## src/rtl/fetch_unit_if.sv

```systemverilog
// rtl/fetch_unit_if.sv - instruction memory, execute-stage and redirect signals of the fetch stage
interface fetch_unit_if;
  logic        imem_req;
  logic [31:0] imem_addr;
  logic        imem_ack;
  logic [31:0] imem_rdata;
  logic        instr_valid;
  logic        instr_ready;
  logic [31:0] instruction;
  logic [31:0] pc;
  logic [31:0] pcNext;
  logic        redirect;
  logic [31:0] redirect_target;

  modport master (
    output imem_req, imem_addr,
    input  imem_ack, imem_rdata,
    output instr_valid, instruction, pc, pcNext,
    input  instr_ready, redirect, redirect_target
  );

  modport slave (
    input  imem_req, imem_addr,
    output imem_ack, imem_rdata,
    input  instr_valid, instruction, pc, pcNext,
    output instr_ready, redirect, redirect_target
  );
endinterface

```

## src/rtl/fetch_unit.sv

```systemverilog
// rtl/fetch_unit.sv - PC owner, single-outstanding imem fetch and instruction buffer with redirect flush
// Optional perf counters: define FETCH_PERF_COUNT_EN.
module fetch_unit #(
  parameter logic [31:0] RESET_PC = 32'h0000_0000,
  parameter int unsigned DEPTH    = 2
) (
  input  logic         clk,
  input  logic         rst_n,
  fetch_unit_if.master bus
`ifdef FETCH_PERF_COUNT_EN
  ,
  output logic [31:0]  fetch_count,
  output logic [31:0]  stall_count
`endif
);

  localparam logic [31:0] NOP       = 32'h0000_0013;
  localparam logic [31:0] START_PC  = {RESET_PC[31:2], 2'b00};
  localparam logic [2:0]  DEPTH_W   = 3'(DEPTH);
  localparam logic [1:0]  LAST_SLOT = 2'(DEPTH - 1);

  typedef enum logic [1:0] {
    IDLE  = 2'd0,
    WAIT  = 2'd1,
    FLUSH = 2'd2
  } state_t;

  state_t      state;
  logic [31:0] fetch_pc;
  logic        req_q;
  logic [31:0] addr_q;

  logic [31:0] buf_pc   [4];
  logic [31:0] buf_word [4];
  logic [1:0]  rd_ptr;
  logic [1:0]  wr_ptr;
  logic [2:0]  count;

  logic        push;
  logic        pop;
  logic [2:0]  count_after;
  logic        room_after;
  logic [31:0] redirect_pc;
  logic [31:0] next_seq_pc;
  logic        head_valid;
  logic [31:0] head_pc;

  function automatic logic [1:0] ptr_inc(input logic [1:0] p);
    return (p == LAST_SLOT) ? 2'd0 : p + 2'd1;
  endfunction

  always_comb begin
    redirect_pc = bus.redirect_target & 32'hFFFF_FFFC;
    next_seq_pc = fetch_pc + 32'd4;
    push        = (state == WAIT) && bus.imem_ack && !bus.redirect;
    pop         = (count != 3'd0) && bus.instr_ready && !bus.redirect;
    count_after = count + {2'b00, push} - {2'b00, pop};
    // A redirect empties the buffer, so there is always room after it.
    room_after  = bus.redirect || (count_after < DEPTH_W);
    head_valid  = (count != 3'd0);
    head_pc     = head_valid ? buf_pc[rd_ptr] : fetch_pc;
  end

  assign bus.imem_req    = req_q;
  assign bus.imem_addr   = addr_q;
  assign bus.instr_valid = head_valid;
  assign bus.instruction = head_valid ? buf_word[rd_ptr] : NOP;
  assign bus.pc          = head_pc;
  assign bus.pcNext      = head_pc + 32'd4;

  always_ff @(posedge clk or negedge rst_n) begin
    if (!rst_n) begin
      state    <= IDLE;
      fetch_pc <= START_PC;
      req_q    <= 1'b0;
      addr_q   <= START_PC;
    end else begin
      case (state)
        IDLE: begin
          if (bus.redirect) begin
            fetch_pc <= redirect_pc;
          end else if (count < DEPTH_W) begin
            state  <= WAIT;
            req_q  <= 1'b1;
            addr_q <= fetch_pc;
          end
        end
        WAIT: begin
          if (bus.redirect) begin
            fetch_pc <= redirect_pc;
            if (bus.imem_ack) addr_q <= redirect_pc;
            else              state  <= FLUSH;
          end else if (bus.imem_ack) begin
            fetch_pc <= next_seq_pc;
            if (room_after) begin
              addr_q <= next_seq_pc;
            end else begin
              state <= IDLE;
              req_q <= 1'b0;
            end
          end
        end
        FLUSH: begin
          // The stale request must still complete; its data is dropped.
          if (bus.redirect) fetch_pc <= redirect_pc;
          if (bus.imem_ack) begin
            if (room_after) begin
              state  <= WAIT;
              addr_q <= bus.redirect ? redirect_pc : fetch_pc;
            end else begin
              state <= IDLE;
              req_q <= 1'b0;
            end
          end
        end
        default: begin
          state <= IDLE;
          req_q <= 1'b0;
        end
      endcase
    end
  end

  always_ff @(posedge clk or negedge rst_n) begin
    if (!rst_n) begin
      rd_ptr <= 2'd0;
      wr_ptr <= 2'd0;
      count  <= 3'd0;
    end else if (bus.redirect) begin
      rd_ptr <= 2'd0;
      wr_ptr <= 2'd0;
      count  <= 3'd0;
    end else begin
      if (push) wr_ptr <= ptr_inc(wr_ptr);
      if (pop)  rd_ptr <= ptr_inc(rd_ptr);
      count <= count_after;
    end
  end

  always_ff @(posedge clk) begin
    if (push) begin
      buf_pc[wr_ptr]   <= fetch_pc;
      buf_word[wr_ptr] <= bus.imem_rdata;
    end
  end

`ifdef FETCH_PERF_COUNT_EN
  always_ff @(posedge clk or negedge rst_n) begin
    if (!rst_n) begin
      fetch_count <= 32'd0;
      stall_count <= 32'd0;
    end else begin
      if (pop) fetch_count <= fetch_count + 32'd1;
      if (bus.instr_ready && !head_valid && !bus.redirect) stall_count <= stall_count + 32'd1;
    end
  end
`else
  // Counters absent in this build.
`endif

endmodule

```

## src/flat_wrapper.sv

```systemverilog
// flat-port wrapper written by rule: the top's interface ports become plain ports
module fetch_unit_flat 
#(
  parameter logic [31:0] RESET_PC = 32'h0000_0000,
  parameter int unsigned DEPTH    = 2
)
  (clk, rst_n, bus_imem_req, bus_imem_addr, bus_imem_ack, bus_imem_rdata, bus_instr_valid, bus_instruction, bus_pc, bus_pcNext, bus_instr_ready, bus_redirect, bus_redirect_target);
  fetch_unit_if bus_i ();
  input  logic clk;
  input  logic rst_n;
  output wire logic [$bits(bus_i.imem_req)-1:0] bus_imem_req;
  output wire logic [$bits(bus_i.imem_addr)-1:0] bus_imem_addr;
  input wire logic [$bits(bus_i.imem_ack)-1:0] bus_imem_ack;
  input wire logic [$bits(bus_i.imem_rdata)-1:0] bus_imem_rdata;
  output wire logic [$bits(bus_i.instr_valid)-1:0] bus_instr_valid;
  output wire logic [$bits(bus_i.instruction)-1:0] bus_instruction;
  output wire logic [$bits(bus_i.pc)-1:0] bus_pc;
  output wire logic [$bits(bus_i.pcNext)-1:0] bus_pcNext;
  input wire logic [$bits(bus_i.instr_ready)-1:0] bus_instr_ready;
  input wire logic [$bits(bus_i.redirect)-1:0] bus_redirect;
  input wire logic [$bits(bus_i.redirect_target)-1:0] bus_redirect_target;
  assign bus_imem_req = bus_i.imem_req;
  assign bus_imem_addr = bus_i.imem_addr;
  assign bus_i.imem_ack = bus_imem_ack;
  assign bus_i.imem_rdata = bus_imem_rdata;
  assign bus_instr_valid = bus_i.instr_valid;
  assign bus_instruction = bus_i.instruction;
  assign bus_pc = bus_i.pc;
  assign bus_pcNext = bus_i.pcNext;
  assign bus_i.instr_ready = bus_instr_ready;
  assign bus_i.redirect = bus_redirect;
  assign bus_i.redirect_target = bus_redirect_target;
  fetch_unit #(.RESET_PC(RESET_PC), .DEPTH(DEPTH)) u_core (.clk(clk), .rst_n(rst_n), .bus(bus_i));
endmodule
```

## config.mk

```make
export PLATFORM = sky130hd
export DESIGN_NAME = fetch_unit_flat
export DESIGN_NICKNAME = d
export VERILOG_FILES = /design/src/rtl/fetch_unit_if.sv /design/src/rtl/fetch_unit.sv /design/src/flat_wrapper.sv
export SDC_FILE = /design/constraint.sdc
export NUM_CORES = 1
export LEC_CHECK = 0
export BUFFER_PORTS_ARGS = -buffer_cell sky130_fd_sc_hd__buf_4
export CAP_MARGIN = 20
export CORE_ASPECT_RATIO = 0.9
export CORE_UTILIZATION = 41
export CTS_CLUSTER_SIZE = 40
export DETAILED_ROUTE_END_ITERATION = 6
export PLACE_DENSITY = 0.7
export SLEW_MARGIN = 20
export SYNTH_ARGS = -nofsm -noshare
export SYNTH_HDL_FRONTEND = slang
export SYNTH_SLANG_ARGS = --single-unit
```

## constraint.sdc

```tcl
create_clock -name clk -period 9.85 [get_ports clk]
set_input_delay 1.97 -clock clk [delete_from_list [all_inputs] [get_ports clk]]
set_output_delay 1.97 -clock clk [all_outputs]
set_load 0.02 [all_outputs]
```

==> reports/qor.csv, run 1 <==
stage;metric;value;unit
power;p_leak;6.85;nW
cts;cts_tree;done;
cts;postCtsSetupBuffers;0;
power;power_density;347;nW/µm²
placed_design;dp.final_hpwl;26500;µm
final_layout;drive_above_1_share;25.4;%
final_layout;area_growth;19.3;%
route;drtIter0Drc;1025;
placed_design;place_ws;3.81;ns
route;top_layer;met4;
route;via_per_inst;5.86;
synthesis;synthDistinctLibCells;67;
sta;final.min_clock_period;6.78;ns
sta;timing.fmax;148;MHz
sta;relSlewSlack;22.1;%
worst_hold_path;min_path_cells;2;
cts;post_cts_resized;0;
sta;hold_violations;0;
sta;finalSetupViolCount;0;
sta;fin_hold_ws;0.474;ns
floorplan;die_w;208;µm
final_layout;antennaDiodeCount;0;
route;dr.pass1.iters;6;
power;ir_drop;230;µV
sta;fin_crit_sh;68.8;%
synthesis;ys_ff_latch;330;
floorplan;fp.dieH;187;µm
setup_path;worst_r2r_path_depth;16;
route;drc;0;
floorplan;fp.coreArea;37400;µm²
setup_path;cp.required;7.88;ns
route;route.vias.total;11051;
setup_path;start_kind;register;
floorplan;die-area;38800;µm²
cts;insertion_delay;0.54;ns
setup_path;cp_max_fo;37;
final_layout;fillers;3267;
synthesis;avgSynthCellArea;12.9;µm²
grt;grt_pass1_vias;10952;
synthesis;async_reset_ff_share;22.4;%
route;wl_met1;17200;µm
synthesis;syn_nets;1291;
synthesis;netlist_area;15600;µm²
placed_design;portBuffers;196;
cts;clk_pin_slew;0.06;ns
synthesis;synth-seq-area-share;61.2;%
final_layout;nets;1454;
cts;cts_htree_levels;2;
sta;timing.final.ws_setup;3.07;ns
floorplan;floorplan.initialDensity;41.7;%
cts;cts_buffers;37;
route;wirelength;41300;µm
job;drv_cap;0;
setup_path;r2r_start;u_core.count[1]$_DFF_PN0_;
cts;clockBufferDepth;3;
worst_hold_path;hold_path.class;register to register;
synthesis;postSynthCellCount;1212;
worst_hold_path;hold_end;u_core.bus.imem_addr[2]$_DFFE_PN0P_;
setup_path;reg2reg_slack;5.52;ns
grt;grt_pass1_wl;63300;µm
route;dr_wl_met2;19700;µm
cts;cts_sinks;330;
synthesis;yosysWarningCount;0;
setup_path;critPathKind;register to output port;
final_layout;final_util;49.8;%
synthesis;synth-edff-count;256;
setup_path;worstSetupEndpointType;output port;
sta;fin_tns_setup;0;ns
grt;antenna_found_initial;0;
sta;rsz0062_at_grt;no;
grt;grt_overflow;0;
grt;grtUsageTotal;21.2;%
grt;grt_max_degree;75;
cts;cts_hold_buffers;0;
route;wl_met3;3200;µm
sta;slew_violations;0;
synthesis;synth_ff_type;edfxtp_1;
route;avgRoutedWirePerCell;21.9;µm
placed_design;place_congestion;0.893;
route;ant_nets;0;
sta;finalClockSkew;0.0340;ns
status;status;completed;
power;fin_total_pwr;0.00646;W
worst_hold_path;hold_path.startpoint;u_core.bus.imem_addr[2]$_DFFE_PN0P_;
sta;worst_pin_slew;1.17;ns
setup_path;arrival;4.81;ns
floorplan;std_cell_rows;67;
floorplan;io_pins;199;
cts;cts_root_buffer;clkbuf_16;
setup_path;r2r-end;u_core.bus.imem_addr[10]$_DFFE_PN0P_;
==> metal layers <==
metal / GRT usage [%] / up-vias
met5: 0 / -
met4: 8.52 / 0
met3: 3.83 / 95
met2: 34.2 / 510
met1: 28.5 / 5502
li1: - / 4944
==> power breakdown <==
part	total [W]	internal (W)	switching, W
registers	0.00209	0.00177	0.000315
clock network	0.00130	0.000770	0.000530
logic	0.00308	0.00118	0.00189
total	0.00646	0.00372	0.00274
==> cell type report <==
cell class                      instances  area (µm²)  share of cell area [%]
Clock buffer                           52        1010                    5.45
Clock inverter                         15         129                   0.693
Inverter                               34         128                   0.686
Multi-Input combinational cell        755        5560                    29.9
Sequential cell                       330        9540                    51.3
Tap cell                              483         604                    3.25
Timing Repair Buffer                  217        1630                    8.76
==> cells by family (layout without fill, tap and decap cells) <==
group                    after synthesis  count (layout)  share of synthesized area (%)
buffers and inverters                127             318                           3.35
AND/OR/NAND/NOR                      355             355                           10.8
adder cells (fa/ha/maj)               10              10                          0.851
XOR/XNOR                              34              34                           1.91
flip-flops                           330             330                           61.2
AO/OA/AOI/OAI                        257             257                           10.3
multiplexers                          99              99                           11.6
==> metrics by stage <==
step	cells	instance area (µm²)
2_1_floorplan	1212	15600
3_3_place_gp	1819	17500
3_5_place_dp	1819	17500
4_1_cts	1886	18600
5_1_grt	1886	18600
6_report	1886	18600
==> synth_stat cells, types with 7 or more instances <==
| cell | count | area share, % |
|---|---|---|
| a221oi_1 | 9 | 0.51 |
| nor2_1 | 56 | 1.3 |
| and2_1 | 38 | 1.5 |
| nor3_1 | 10 | 0.32 |
| nand4_1 | 21 | 0.84 |
| xnor2_1 | 24 | 1.3 |
| edfxtp_1 | 256 | 49 |
| o31ai_1 | 14 | 0.67 |
| or3_1 | 7 | 0.28 |
| inv_1 | 34 | 0.82 |
| mux2i_1 | 26 | 1.7 |
| clkbuf_1 | 68 | 1.6 |
| xor2_1 | 10 | 0.56 |
| buf_1 | 7 | 0.17 |
| and3_1 | 9 | 0.36 |
| mux4_2 | 64 | 9.2 |
| buf_2 | 12 | 0.39 |
| dfrtp_1 | 74 | 12 |
| nand2_1 | 145 | 3.5 |
| mux2_2 | 9 | 0.65 |
| ha_1 | 9 | 0.72 |
| o21ai_0 | 76 | 2.4 |
| o22ai_1 | 26 | 1.0 |
| a31oi_1 | 20 | 0.80 |
| a21oi_1 | 54 | 1.7 |
| nand3_1 | 42 | 1.3 |
==> worst max-delay path, cell delays in order, from the launching register on <==
cell	delay [ns]
dfrtp_1	0.44
nor3_4	0.17
buf_4	0.42
inv_2	0.39
o21ai_0	0.47
ha_1	0.33
nand4_1	0.11
o22ai_1	0.62
nand4_1	0.34
nand2b_1	0.26
xnor2_1	0.41
buf_4	0.23
==> cells in the final DEF (no fill, tap or decap), types with 4 or more instances in the layout <==
master,netlist,routed
edfxtp_1,256,256
buf_4,4,217
nand2_1,145,145
o21ai_0,76,76
dfrtp_1,74,72
mux4_2,64,64
nor2_1,56,54
a21oi_1,54,54
nand3_1,42,42
and2_1,38,38
clkbuf_16,0,38
inv_1,34,33
mux2i_1,26,26
o22ai_1,26,26
xnor2_1,24,24
nand4_1,21,21
a31oi_1,20,20
o31ai_1,14,14
clkbuf_1,68,13
xor2_1,10,10
nor3_1,10,10
a221oi_1,9,9
mux2_2,9,9
ha_1,9,9
and3_1,9,8
or3_1,7,7
or2_2,6,6
clkinv_1,0,6
clkinv_2,0,6
nor4_1,6,5
and4_1,4,4
o2bb2ai_1,4,4
a21o_1,4,4
a21boi_0,4,4
a22o_1,4,4
==> worst max path at each step <==
stage	start	endpoint	slack, ns	cells past startpoint
after global routing	u_core.count[1]$_DFF_PN0_	bus_pcNext[18]	2.94	11
final	u_core.count[1]$_DFF_PN0_	bus_pcNext[18]	3.07	11
after global placement	u_core.count[1]$_DFF_PN0_	bus_pcNext[18]	3.88	11
after detailed placement	u_core.count[1]$_DFF_PN0_	bus_pcNext[18]	3.81	11
after CTS	u_core.count[1]$_DFF_PN0_	bus_pcNext[18]	3.22	11
after floorplan	bus_redirect	u_core.buf_pc[0][0]$_DFFE_PP_	0.22	5
==> flip-flops by register name, summed over array words and instances, names as in the netlist <==
register              flops
u_core.rd_ptr             2
u_core.wr_ptr             2
u_core.buf_pc           128
u_core.count              3
u_core.fetch_pc          32
u_core.bus.imem_addr     32
u_core.buf_word         128
u_core.state              2
u_core.bus.imem_req       1
No activity file was read; power rests on OpenSTA's default activity.
==> inputs of run 2 (changes only) <==
--- a/config.mk
+++ b/config.mk
@@ -11,7 +11,7 @@
 export CORE_UTILIZATION = 41
 export CTS_CLUSTER_SIZE = 40
 export DETAILED_ROUTE_END_ITERATION = 6
-export PLACE_DENSITY = 0.7
+export PLACE_DENSITY = 0.72
 export SLEW_MARGIN = 20
 export SYNTH_ARGS = -nofsm -noshare
 export SYNTH_HDL_FRONTEND = slang
==> constraint.sdc (replaced) <==
create_clock -name clk -period 5.85 [get_ports clk]
set_input_delay 1.17 -clock clk [delete_from_list [all_inputs] [get_ports clk]]
set_output_delay 1.17 -clock clk [all_outputs]
set_load 0.02 [all_outputs]
==> reports/qor.csv, run 2 (synthesis results as in run 1) <==
stage;metric;value;unit;change
status;status;completed;;unchanged
grt;grtUsageTotal;21.2;%;about the same
final_layout;layout_commonest_cell;edfxtp_1;;unchanged
cts;postCtsSetupBuffers;0;;unchanged
cts;cts_buffers;36;;was 37
cts;clk_pin_slew;0.06;ns;about the same
cts;cts_tree;done;;unchanged
sta;timing.final.ws_setup;0.453;ns;was 3.07 ns
sta;worst_pin_slew;1.02;ns;was 1.17 ns
grt;grt_overflow;0;;unchanged
placed_design;dp.final_hpwl;27600;µm;was 26,500 µm
worst_hold_path;hold_path.class;register to register;;unchanged
sta;finalClockSkew;0.0233;ns;was 0.0340 ns
grt;grt_max_degree;75;;unchanged
cts;cts_root_buffer;clkbuf_16;;unchanged
final_layout;nets;1458;;was 1,454
route;ant_nets;0;;unchanged
setup_path;critPathKind;register to output port;;unchanged
final_layout;reg_top3;u_core.buf_pc x128, u_core.buf_word x128;;unchanged
floorplan;fp.dieH;187;µm;unchanged
cts;cts_hold_buffers;0;;unchanged
grt;antenna_found_initial;0;;unchanged
setup_path;start_kind;register;;unchanged
cts;cts_sinks;330;;unchanged
final_layout;fillers;3212;;was 3,267
floorplan;io_pins;199;;unchanged
final_layout;antennaDiodeCount;0;;unchanged
setup_path;cp.required;4.68;ns;was 7.88 ns
route;dr.pass1.iters;6;;unchanged
final_layout;final_util;49.8;%;about the same
sta;fin_tns_setup;0;ns;unchanged
sta;timing.fmax;185;MHz;
grt;grt_pass1_wl;63700;µm;was 63,300 µm
cts;post_cts_resized;0;;unchanged
cts;clockBufferDepth;3;;unchanged
job;drv_cap;0;;unchanged
grt;grt_pass1_vias;10922;;was 10,952
final_layout;most-common-layout-cells;edfxtp_1, buf_4, nand2_1, o21ai_0, dfrtp_1;;unchanged
sta;slew_violations;0;;unchanged
floorplan;fp.coreArea;37400;µm²;unchanged
power;ir_drop;485;µV;was 230 µV
sta;fin_crit_sh;92.3;%;
setup_path;worstSetupEndpointType;output port;;unchanged
final_layout;area_growth;19.5;%;was 19.3%
route;drc;0;;unchanged
power;p_leak;6.86;nW;was 6.85 nW
placed_design;portBuffers;196;;unchanged
sta;finalSetupViolCount;0;;unchanged
placed_design;place_congestion;0.925;;was 0.893
route;drtIter0Drc;1178;;was 1,025
setup_path;arrival;4.23;ns;was 4.81 ns
placed_design;place_ws;1.05;ns;was 3.81 ns
power;fin_total_pwr;0.0108;W;was 0.00646 W
route;route.vias.total;11100;;was 11,051
floorplan;floorplan.initialDensity;41.7;%;unchanged
final_layout;drive_above_1_share;26.0;%;was 25.4%
route;avgRoutedWirePerCell;21.9;µm;about the same
floorplan;std_cell_rows;67;;unchanged
floorplan;die-area;38800;µm²;unchanged
sta;relSlewSlack;31.7;%;was 22.1%
sta;final.min_clock_period;5.40;ns;
power;power_density;582;nW/µm²;was 347 nW/µm²
cts;cts_htree_levels;2;;unchanged
route;wirelength;41400;µm;was 41,300 µm
floorplan;die_w;208;µm;unchanged
sta;fin_hold_ws;0.471;ns;was 0.474 ns
sta;hold_violations;0;;unchanged
sta;rsz0062_at_grt;no;;unchanged
setup_path;cp_max_fo;25;;was 37
cts;insertion_delay;0.52;ns;was 0.54 ns
route;via_per_inst;5.88;;was 5.86
-- run 2: layer usage --
layer / wire length [µm] / GRT usage, % / up-vias
met4: 1480 / 8.30 / 0
met5: 0 / 0 / -
met1: 17200 / 29.4 / 5527
li1: - / - / 4938
met3: 3050 / 2.87 / 99
met2: 19600 / 34.0 / 536
-- run 2: report_power, final --
part           total [W]  switching [W]  internal (W)
Combinational    0.00526        0.00325       0.00201
Clock            0.00208       0.000882       0.00120
Sequential       0.00350       0.000520       0.00298
Total             0.0108        0.00465       0.00619
-- run 2: area by class of cell --
type,instances,area [µm²],share of cell area [%]
inverters,34,128,0.685
repair buffers,222,1700,9.12
clock buffers,43,948,5.09
flip-flops and latches,330,9540,51.2
well taps,483,604,3.25
clock inverters,20,129,0.692
multi-input cells,755,5570,29.9
-- run 2: metrics by stage --
step                cells  cell area [µm²]
global route         1887            18600
floorplan            1212            15600
detailed placement   1823            17500
finish               1887            18600
CTS                  1886            18600
global placement     1823            17500
-- run 2: worst max-delay path, stage by stage, from the launching register on --
cell      delay, ns
dfrtp_4        0.68
mux4_2         0.43
nand2_1        0.05
and2_1         0.21
inv_1          0.09
ha_1           0.25
nand4_1        0.11
o22ai_1        0.63
nand4_1        0.37
nand2b_1       0.27
xnor2_1        0.39
buf_4          0.23
-- run 2: worst paths after layout --
kind / startpoint / to / slack (ns) / cells past startpoint
worst max register to register: u_core.count[1]$_DFF_PN0_ / u_core.bus.imem_addr[10]$_DFFE_PN0P_ / 1.62 / 16
worst max-delay path: u_core.rd_ptr[0]$_DFFE_PN0P_ / bus_pcNext[18] / 0.45 / 11
worst min-delay path: u_core.bus.imem_addr[2]$_DFFE_PN0P_ / u_core.bus.imem_addr[2]$_DFFE_PN0P_ / 0.47 / 2
worst min register to register: u_core.bus.imem_addr[2]$_DFFE_PN0P_ / u_core.bus.imem_addr[2]$_DFFE_PN0P_ / 0.47 / 2
min in group asynchronous: rst_n / u_core.bus.imem_addr[8]$_DFFE_PN0P_ / 0.83 / 1
max in group asynchronous: rst_n / u_core.rd_ptr[0]$_DFFE_PN0P_ / 4.28 / 1
==> inputs of run 3 (changes only) <==
--- a/config.mk
+++ b/config.mk
@@ -5,13 +5,13 @@
 export SDC_FILE = /design/constraint.sdc
 export NUM_CORES = 1
 export LEC_CHECK = 0
-export BUFFER_PORTS_ARGS = -buffer_cell sky130_fd_sc_hd__buf_4
 export CAP_MARGIN = 20
 export CORE_ASPECT_RATIO = 0.9
 export CORE_UTILIZATION = 41
 export CTS_CLUSTER_SIZE = 40
 export DETAILED_ROUTE_END_ITERATION = 6
-export PLACE_DENSITY = 0.72
+export DONT_BUFFER_PORTS = 1
+export PLACE_DENSITY = 0.67
 export SLEW_MARGIN = 20
 export SYNTH_ARGS = -nofsm -noshare
 export SYNTH_HDL_FRONTEND = slang
==> reports/qor.csv, run 3 (synthesis results as in run 1) <==
stage;metric;value;unit;change
placed_design;place_ws;0.905;ns;was 1.05 ns
sta;finalClockSkew;0.0273;ns;was 0.0233 ns
sta;finalSetupViolCount;0;;unchanged
sta;relSlewSlack;22.8;%;was 31.7%
final_layout;register_area;9540;µm²;unchanged
sta;hold_violations;0;;unchanged
cts;clockBufferDepth;3;;unchanged
floorplan;std_cell_rows;67;;unchanged
final_layout;fillers;3253;;was 3,212
setup_path;start_kind;register;;unchanged
sta;final.min_clock_period;5.53;ns;was 5.40 ns
power;p_leak;5.98;nW;was 6.86 nW
final_layout;multi_input_area;5570;µm²;about the same
floorplan;die-area;38800;µm²;unchanged
placed_design;postPlaceCellArea;16100;µm²;was 17,500 µm²
placed_design;portBuffers;0;;was 196
grt;grt_max_degree;76;;was 75
setup_path;cp.required;4.68;ns;about the same
final_layout;layout_commonest_cell;edfxtp_1;;unchanged
cts;cts_tree;done;;unchanged
floorplan;die_w;208;µm;unchanged
grt;grtUsageTotal;21.3;%;was 21.2%
sta;timing.fmax;181;MHz;was 185 MHz
final_layout;most-common-layout-cells;edfxtp_1, nand2_1, o21ai_0, dfrtp_1, mux4_2;;was edfxtp_1, buf_4, nand2_1, o21ai_0, dfrtp_1
grt;antenna_found_initial;0;;unchanged
final_layout;area_growth;11.0;%;was 19.5%
cts;post_cts_resized;0;;unchanged
setup_path;reg2reg_slack;1.58;ns;was 1.62 ns
route;avgRoutedWirePerCell;24.3;µm;was 21.9 µm
worst_hold_path;hold_path.class;input port to asynchronous set/reset pin;;was register to register
route;drtIter0Drc;1202;;was 1,178
placed_design;dp.final_hpwl;26900;µm;was 27,600 µm
sta;worst_pin_slew;1.15;ns;was 1.02 ns
final_layout;nets;1275;;was 1,458
power;power_density;585;nW/µm²;was 582 nW/µm²
sta;rsz0062_at_grt;no;;unchanged
route;ant_nets;0;;unchanged
power;ir_drop;284;µV;was 485 µV
final_layout;reg_top3;u_core.buf_pc x128, u_core.buf_word x128;;unchanged
setup_path;r2r-end;u_core.bus.imem_addr[22]$_DFFE_PN0P_;;was u_core.bus.imem_addr[10]$_DFFE_PN0P_
final_layout;final_cells;1706;;was 1,887
cts;cts_htree_levels;2;;unchanged
sta;timing.final.ws_setup;0.319;ns;was 0.453 ns
route;route.vias.total;10418;;was 11,100
setup_path;critPathKind;register to output port;;unchanged
setup_path;worstSetupEndpointType;output port;;unchanged
final_layout;final_cell_area;17300;µm²;was 18,600 µm²
job;drv_cap;0;;unchanged
floorplan;fp.coreArea;37400;µm²;unchanged
sta;slew_violations;0;;unchanged
final_layout;antennaDiodeCount;0;;unchanged
cts;cts_hold_buffers;0;;unchanged
cts;insertion_delay;0.53;ns;was 0.52 ns
route;drc;0;;unchanged
grt;grt_overflow;0;;unchanged
floorplan;fp.dieH;187;µm;unchanged
grt;grt_pass1_vias;10269;;was 10,922
final_layout;drive_above_1_share;15.0;%;was 26.0%
floorplan;floorplan.initialDensity;41.7;%;unchanged
sta;fin_tns_setup;0;ns;unchanged
placed_design;place_congestion;0.888;;was 0.925
setup_path;r2r_start;u_core.count[1]$_DFF_PN0_;;unchanged
cts;cts_buffers;36;;unchanged
sta;fin_crit_sh;94.5;%;was 92.3%
grt;grt_pass1_wl;63300;µm;was 63,700 µm
floorplan;io_pins;199;;unchanged
route;wirelength;41500;µm;was 41,400 µm
cts;postCtsSetupBuffers;0;;unchanged
setup_path;cp_max_fo;15;;was 25
setup_path;arrival;4.36;ns;was 4.23 ns
route;dr.pass1.iters;6;;unchanged
cts;cts_root_buffer;clkbuf_16;;unchanged
placed_design;placed_cells;1639;;was 1,823
sta;fin_hold_ws;0.331;ns;was 0.471 ns
route;via_per_inst;6.11;;was 5.88
setup_path;worst_r2r_path_depth;16;;unchanged
cts;cts_sinks;330;;unchanged
status;status;completed;;unchanged
cts;clk_pin_slew;0.06;ns;about the same
[run 3: final cells by class]
cell class / count / share of cell area, %
clock buffer: 47 / 5.63
clock inverter: 18 / 0.853
inverter: 34 / 0.738
multi-input combinational: 755 / 32.2
sequential: 330 / 55.2
tap: 483 / 3.49
timing repair buffer: 39 / 1.94
[run 3: per-layer routing]
| layer | share of wire [%] | track usage (%) | up-vias | wire length (µm) |
|---|---|---|---|---|
| li1 | - | - | 4578 | - |
| met3 | 8.5 | 4.95 | 86 | 3530 |
| met1 | 41 | 28.4 | 5252 | 17000 |
| met2 | 47 | 34.4 | 502 | 19700 |
| met4 | 3.1 | 7.38 | 0 | 1300 |
| met5 | 0 | 0 | - | 0 |
[run 3: stage by stage]
step           power, W  utilization (%)
5_1_grt          0.0106             46.3
3_5_place_dp    0.00793             43.2
4_1_cts          0.0101             46.2
2_1_floorplan   0.00671                -
3_3_place_gp    0.00785             43.2
6_report         0.0101             46.3
[run 3: power by group]
part | internal [W] | total (W) | switching, W | leakage (nW)
combinational | 0.00133 | 0.00435 | 0.00302 | 2.22
sequential | 0.00298 | 0.00358 | 0.000605 | 3.21
clock | 0.00127 | 0.00218 | 0.000909 | 0.551
total | 0.00558 | 0.0101 | 0.00453 | 5.98
[run 3: worst max-delay path by stage]
stage               slack (ns)                 startpoint                       endpoint
detailed placement        0.90  u_core.count[1]$_DFF_PN0_                 bus_pcNext[26]
finish                    0.32  u_core.count[1]$_DFF_PN0_                 bus_pcNext[26]
global route              0.07  u_core.count[1]$_DFF_PN0_                 bus_pcNext[26]
floorplan                 0.36               bus_redirect  u_core.buf_pc[2][0]$_DFFE_PP_
CTS                       0.32  u_core.count[1]$_DFF_PN0_                 bus_pcNext[26]
global placement          0.98  u_core.count[1]$_DFF_PN0_                 bus_pcNext[26]
[run 3: worst max-delay path, stage by stage (launching register included)]
cell      delay (ns)
dfrtp_1         0.43
nor3_4          0.31
inv_2           0.22
o21ai_0         0.47
ha_1            0.34
nand4_1         0.11
o22ai_1         0.65
nand4_2         0.47
a211oi_2        0.35
xor2_1          0.26
buf_4           0.19
